==> src/rtl/mul_chain_pipe.sv <==
// ----------------------------------------------------------------------------
// mul_chain_pipe
//
// Fully pipelined unsigned multiply chain:
//   y = op[0] * op[1] * ... * op[NUM_OPS-1]
// There is one multiply per stage (NUM_OPS-1 stages), followed by an output
// register that applies the truncate/saturate selection. Latency is NUM_OPS
// cycles when nothing stalls. One result per cycle while out_ready is high.
//
// The whole pipeline moves on a single global advance:
//   adv = !out_valid || out_ready
// so every stage either shifts one place or holds. Bubbles are not collapsed.
//
// Parameters
//   NUM_OPS  number of chained operands (>= 2)
//   OP_W     operand width
//   OUT_W    partial product / result width (>= OP_W)
//
// Ports
//   clk         clock, rising edge
//   reset       asynchronous, active-high reset
//   in_valid    operand bundle valid
//   in_ready    bundle can be accepted this cycle (equals adv)
//   in_ops      packed operands, op[k] = in_ops[k*OP_W +: OP_W]
//   in_sat      per-transaction mode: 0 = truncate, 1 = saturate
//   out_valid   result valid
//   out_ready   downstream accepts the result
//   out_data    result (all-ones when saturating an overflowed product)
//   out_ovf     some discarded product bit along the chain was nonzero
//
// Optional build macro
//   MUL_CHAIN_STATS_EN  adds stat_xfers / stat_ovf (16-bit saturating
//                       counters of retired results and retired overflows)
// ----------------------------------------------------------------------------
module mul_chain_pipe #(
    parameter int unsigned NUM_OPS = 3,
    parameter int unsigned OP_W    = 16,
    parameter int unsigned OUT_W   = 32
) (
    input  logic                    clk,
    input  logic                    reset,
    input  logic                    in_valid,
    output logic                    in_ready,
    input  logic [NUM_OPS*OP_W-1:0] in_ops,
    input  logic                    in_sat,
    output logic                    out_valid,
    input  logic                    out_ready,
    output logic [OUT_W-1:0]        out_data,
    output logic                    out_ovf
`ifdef MUL_CHAIN_STATS_EN
    ,
    output logic [15:0]             stat_xfers,
    output logic [15:0]             stat_ovf
`endif
);

    localparam int unsigned NumStages = NUM_OPS - 1;
    localparam int unsigned FullW     = OUT_W + OP_W;

    logic             adv;
    logic             out_valid_q;
    logic [OUT_W-1:0] out_data_q;
    logic             out_ovf_q;

    // A stalled, valid output freezes the whole chain.
    assign adv      = !out_valid_q || out_ready;
    assign in_ready = adv;

    // ------------------------------------------------------------------------
    // Multiply stages. Stage s multiplies the running product by op[s].
    // Operands not yet consumed travel with the transaction in rem_q, which
    // shrinks by one operand per stage, so every stage sees operands from the
    // same bundle as the product it receives.
    // ------------------------------------------------------------------------
    for (genvar s = 1; s <= NumStages; s++) begin : g_stage
        // Operands op[s] .. op[NUM_OPS-1] entering this stage.
        localparam int unsigned RemW = (NUM_OPS - s) * OP_W;

        logic [RemW-1:0]  rem_in;
        logic [OUT_W-1:0] prod_in;
        logic             vld_in;
        logic             ovf_in;
        logic             sat_in;
        logic [OP_W-1:0]  op_k;
        logic [FullW-1:0] full;

        logic             vld_d;
        logic [OUT_W-1:0] prod_d;
        logic             ovf_d;
        logic             sat_d;

        logic             vld_q;
        logic [OUT_W-1:0] prod_q;
        logic             ovf_q;
        logic             sat_q;

        if (s == 1) begin : g_src
            // op[0] acts as the incoming "product", zero-extended.
            assign rem_in  = in_ops[NUM_OPS*OP_W-1:OP_W];
            assign prod_in = OUT_W'(in_ops[OP_W-1:0]);
            assign vld_in  = in_valid;
            assign ovf_in  = 1'b0;
            assign sat_in  = in_sat;
        end else begin : g_src
            assign rem_in  = g_stage[s-1].g_carry.rem_q;
            assign prod_in = g_stage[s-1].prod_q;
            assign vld_in  = g_stage[s-1].vld_q;
            assign ovf_in  = g_stage[s-1].ovf_q;
            assign sat_in  = g_stage[s-1].sat_q;
        end

        assign op_k = rem_in[OP_W-1:0];
        // Full-width product so the bits above OUT_W can be inspected.
        assign full = {{OP_W{1'b0}}, prod_in} * {{OUT_W{1'b0}}, op_k};

        always_comb begin
            vld_d  = vld_in;
            prod_d = full[OUT_W-1:0];
            // Sticky: once any stage discards a nonzero bit, it stays flagged.
            ovf_d  = ovf_in | (|full[FullW-1:OUT_W]);
            sat_d  = sat_in;
        end

        always_ff @(posedge clk or posedge reset) begin
            if (reset) begin
                vld_q  <= 1'b0;
                prod_q <= '0;
                ovf_q  <= 1'b0;
                sat_q  <= 1'b0;
            end else if (adv) begin
                vld_q  <= vld_d;
                prod_q <= prod_d;
                ovf_q  <= ovf_d;
                sat_q  <= sat_d;
            end
        end

        if (s < NumStages) begin : g_carry
            logic [RemW-OP_W-1:0] rem_q;

            always_ff @(posedge clk or posedge reset) begin
                if (reset) begin
                    rem_q <= '0;
                end else if (adv) begin
                    rem_q <= rem_in[RemW-1:OP_W];
                end
            end
        end
    end

    // ------------------------------------------------------------------------
    // Output register: applies the saturate selection.
    // ------------------------------------------------------------------------
    logic             last_vld;
    logic [OUT_W-1:0] last_prod;
    logic             last_ovf;
    logic             last_sat;
    logic [OUT_W-1:0] out_data_d;

    assign last_vld  = g_stage[NumStages].vld_q;
    assign last_prod = g_stage[NumStages].prod_q;
    assign last_ovf  = g_stage[NumStages].ovf_q;
    assign last_sat  = g_stage[NumStages].sat_q;

    always_comb begin
        out_data_d = last_prod;
        if (last_sat && last_ovf) begin
            out_data_d = '1;
        end
    end

    always_ff @(posedge clk or posedge reset) begin
        if (reset) begin
            out_valid_q <= 1'b0;
            out_data_q  <= '0;
            out_ovf_q   <= 1'b0;
        end else if (adv) begin
            out_valid_q <= last_vld;
            out_data_q  <= out_data_d;
            out_ovf_q   <= last_ovf;
        end
    end

    assign out_valid = out_valid_q;
    assign out_data  = out_data_q;
    assign out_ovf   = out_ovf_q;

`ifdef MUL_CHAIN_STATS_EN
    // ------------------------------------------------------------------------
    // Retirement statistics, saturating at 0xFFFF.
    // ------------------------------------------------------------------------
    logic        retire;
    logic [15:0] stat_xfers_q;
    logic [15:0] stat_ovf_q;
    logic [15:0] stat_xfers_d;
    logic [15:0] stat_ovf_d;

    assign retire = out_valid_q && out_ready;

    always_comb begin
        stat_xfers_d = stat_xfers_q;
        stat_ovf_d   = stat_ovf_q;
        if (retire && (stat_xfers_q != 16'hFFFF)) begin
            stat_xfers_d = stat_xfers_q + 16'd1;
        end
        if (retire && out_ovf_q && (stat_ovf_q != 16'hFFFF)) begin
            stat_ovf_d = stat_ovf_q + 16'd1;
        end
    end

    always_ff @(posedge clk or posedge reset) begin
        if (reset) begin
            stat_xfers_q <= '0;
            stat_ovf_q   <= '0;
        end else begin
            stat_xfers_q <= stat_xfers_d;
            stat_ovf_q   <= stat_ovf_d;
        end
    end

    assign stat_xfers = stat_xfers_q;
    assign stat_ovf   = stat_ovf_q;
`endif

endmodule

==> config.mk <==
export PLATFORM = sky130hd
export DESIGN_NAME = mul_chain_pipe
export DESIGN_NICKNAME = d
export VERILOG_FILES = /design/src/rtl/mul_chain_pipe.sv
export SDC_FILE = /design/constraint.sdc
export NUM_CORES = 2
export LEC_CHECK = 0
export BUFFER_PORTS_ARGS = -buffer_cell sky130_fd_sc_hd__buf_2
export CORE_MARGIN = 2
export CORE_UTILIZATION = 27
export DETAILED_ROUTE_END_ITERATION = 6
export PLACE_DENSITY = 0.48
export REMOVE_ABC_BUFFERS = 1
export SLEW_MARGIN = 20
export SYNTH_ARGS = -nofsm -noshare
export SYNTH_HDL_FRONTEND = slang
export SYNTH_SLANG_ARGS = --single-unit
export TNS_END_PERCENT = 100
==> constraint.sdc <==
create_clock -name clk -period 7.45 [get_ports clk]
set_clock_uncertainty 0.2 [all_clocks]
set_input_delay 1.49 -clock clk [delete_from_list [all_inputs] [get_ports clk]]
set_output_delay 1.49 -clock clk [all_outputs]
set_load 0.02 [all_outputs]
==> metrics.yaml <==
timing:
  hold_violations: 0
  max-slew-margin-rel_pct: 31.5
  post-route-min-period_ns: 7.20
  fmax_mhz: 139
  setup_violations: 0
  rsz0062_at_grt: "true"
  worstMarginPinSlew_ns: 1.03
  report.final.slew_viol_count: 0
  period_share_pct: 96.6
logic_synthesis:
  synth_ff_type: "dfrtp_1"
  synth-edff-count: 0
  ys_ff_latch: 119
  mappedNetlistArea_um2: 28800
  netlist-cell-type-count: 58
  yosys.area.top_type: "fa_1"
  ys_seq_area_share_pct: 10.3
  synthTopCellsByArea: "fa_1 43%, dfrtp_1 10%, ha_1 9.7%, inv_1 8.3%, and2_1 7.7%"
  synth_warnings: 0
  syn_avg_cell_area_um2: 8.95
  yosys-top-cells-count: "636 x inv_1, 612 x fa_1, 590 x nand2_1"
  yosys.cell_count.top_type: "inv_1"
  synth_top_area_share_pct: 42.6
  synthCells: 3217
  synthArstFlopShare_pct: 100
placed_design:
  io_buffer_count: 87
  gp_congestion: 0.825
  dp_hpwl_um: 66000
  dp_cells: 4810
drt:
  drc_errors: 0
  drtAntennaViolNets: 0
  viasPerCell: 4.48
  routed_wl_um: 78900
  num_vias: 21715
  wl_per_cell_um: 16.3
  drt_iter0_drc: 906
  drt_pre_antenna_iters: 5
global_route:
  grt_pass1_wl_um: 129000
  grt_usage_pct: 15.1
  grt_overflow: 0
  antenna_found_initial: 1
  grt_max_degree: 68
  grt_pass1_vias: 23442
layout:
  final_layout_size_suffix_gt1_share_pct: 12.4
  fin_cells: 4843
  nets: 4328
  syn_to_final_growth_pct: 15.7
floorplanning:
  die_x_um: 331
  initial_core_util_pct: 27.3
  die_h_um: 331
  num_io_pins: 88
  rows: 119
  dieArea_um2: 109000
  core_area_um2: 106000
setup_path:
  arrival_ns: 7.34
  end_kind: "register"
  required_ns: 7.59
  worstSetupPathType: "register to register"
  cp_max_fo: 14
  cp-start-kind: "register"
clocking:
  cts.sinks: 119
  cts-root-buf: "clkbuf_16"
  cts_tree: "yes"
  htree_levels: 4
  insertion_delay_ns: 0.47
  clock_path_buffers: 2
  clkTransAtPathRegs_ns: 0.06
  cts_made_buffers: 17
flow_run:
  maxCapViolCount: 0
run_status:
  outcome: "complete, no violations"
hold_path:
  hold_path.class: "register to register"
## logic make-up (layout without fill, tap and decap cells)
family	after synthesis	after routing	share of synthesized area, %
and+or+nand+nor	1095	1095	18.1
buffers and inverters	792	1026	10.3
xor gates and xnor gates	57	57	1.73
DFF	119	119	10.3
other	0	1	0
AOI/OAI and AO/OA	316	316	7.15
muxes	2	2	0.0739
adders and majority gates	836	836	52.3
## sequential cells by signal, summed over array words and instances, names as in the netlist
register               count
g_stage.ovf_q              1
out_valid                  1
g_stage.sat_q              2
g_stage.g_carry.rem_q     16
out_data                  32
g_stage.vld_q              2
g_stage.prod_q            64
out_ovf                    1
## cells in the final DEF, fill, tap and decap left out, types with 63 or more instances in the layout
master and instances:
and2_1 354, nor2_1 63, nand2_1 590, o21ai_0 66
a21oi_1 84, buf_4 253, buf_2 87, dfrtp_1 103
fa_1 612, ha_1 223, inv_1 635
## repair_timing
action,CTS,global route
setup buffers,0,1
pin swaps,0,3
hold buffers,0,0
endpoints found under the hold margin,0,0
endpoints found under the setup margin,1,7
gates resized for setup,2,39
## routing by layer
metal / part of all wire (%) / up-vias / track usage, %
met4: 1.6 / 0 / 3.29
met2: 52 / 307 / 27.2
met3: 2.4 / 67 / 1.33
li1: - / 10117 / -
met5: 0 / - / 0
met1: 44 / 11224 / 19.7
## area by class of cell
class                      instances  area [um2]
fill                           11134       72300
multi-input combinational       2306       22900
sequential                       119        3000
timing repair buffer             358        2680
inverter                         637        2400
tap                             1391        1740
clock buffer                      18         439
clock inverter                    13         123
antenna                            1        2.50
## through the flow
| step | util, % | setup TNS, ns | worst slack (ns) | instance area [um2] | hold slack (ns) |
|---|---|---|---|---|---|
| after detailed placement | 30.9 | -1.15 | -0.295 | 32600 | 0.247 |
| after CTS | 31.4 | 0 | 0.0156 | 33200 | 0.263 |
| after global routing | 31.5 | -0.0399 | -0.0197 | 33300 | 0.285 |
| after floorplan | - | -12.65 | -0.505 | 28200 | 0.230 |
| after global placement | 30.9 | -1.26 | -0.319 | 32600 | 0.240 |
| final | 31.5 | 0 | 0.251 | 33300 | 0.265 |
## critical path, cell delays in order (launching register included)
cell and delay [ns]:
dfrtp_1 0.40, buf_12 0.16, buf_4 0.19, and2_1 0.18
fa_1 0.54, inv_1 0.06, fa_1 0.53, inv_1 0.05
fa_1 0.50, inv_1 0.06, fa_1 0.59, fa_1 0.44
fa_1 0.51, inv_1 0.04, ha_1 0.29, nand4_1 0.16
or2_2 0.36, or3_1 0.35, o41ai_1 0.07, a21oi_1 0.15
o2bb2ai_1 0.18, o311ai_1 0.33, a21oi_1 0.15, mux2i_1 0.14
o41a_1 0.42
## path summary, 6_finish.rpt
| check | cells past startpoint | startpoint | slack, ns | to |
|---|---|---|---|---|
| max reg2reg | 24 | g_stage[1].g_carry.rem_q[1] | 0.25 | g_stage[2].ovf_q |
| min | 2 | g_stage[2].vld_q | 0.26 | g_stage[2].vld_q |
| min in group asynchronous | 2 | reset | 0.94 | g_stage[1].g_carry.rem_q[7] |
| min reg2reg | 2 | g_stage[2].vld_q | 0.26 | g_stage[2].vld_q |
| max in group asynchronous | 3 | reset | 4.82 | g_stage[1].prod_q[24] |
| max | 24 | g_stage[1].g_carry.rem_q[1] | 0.25 | g_stage[2].ovf_q |
Power is not shown: default switching activity piles up to over one toggle a cycle in this logic, so the estimate is an artifact.
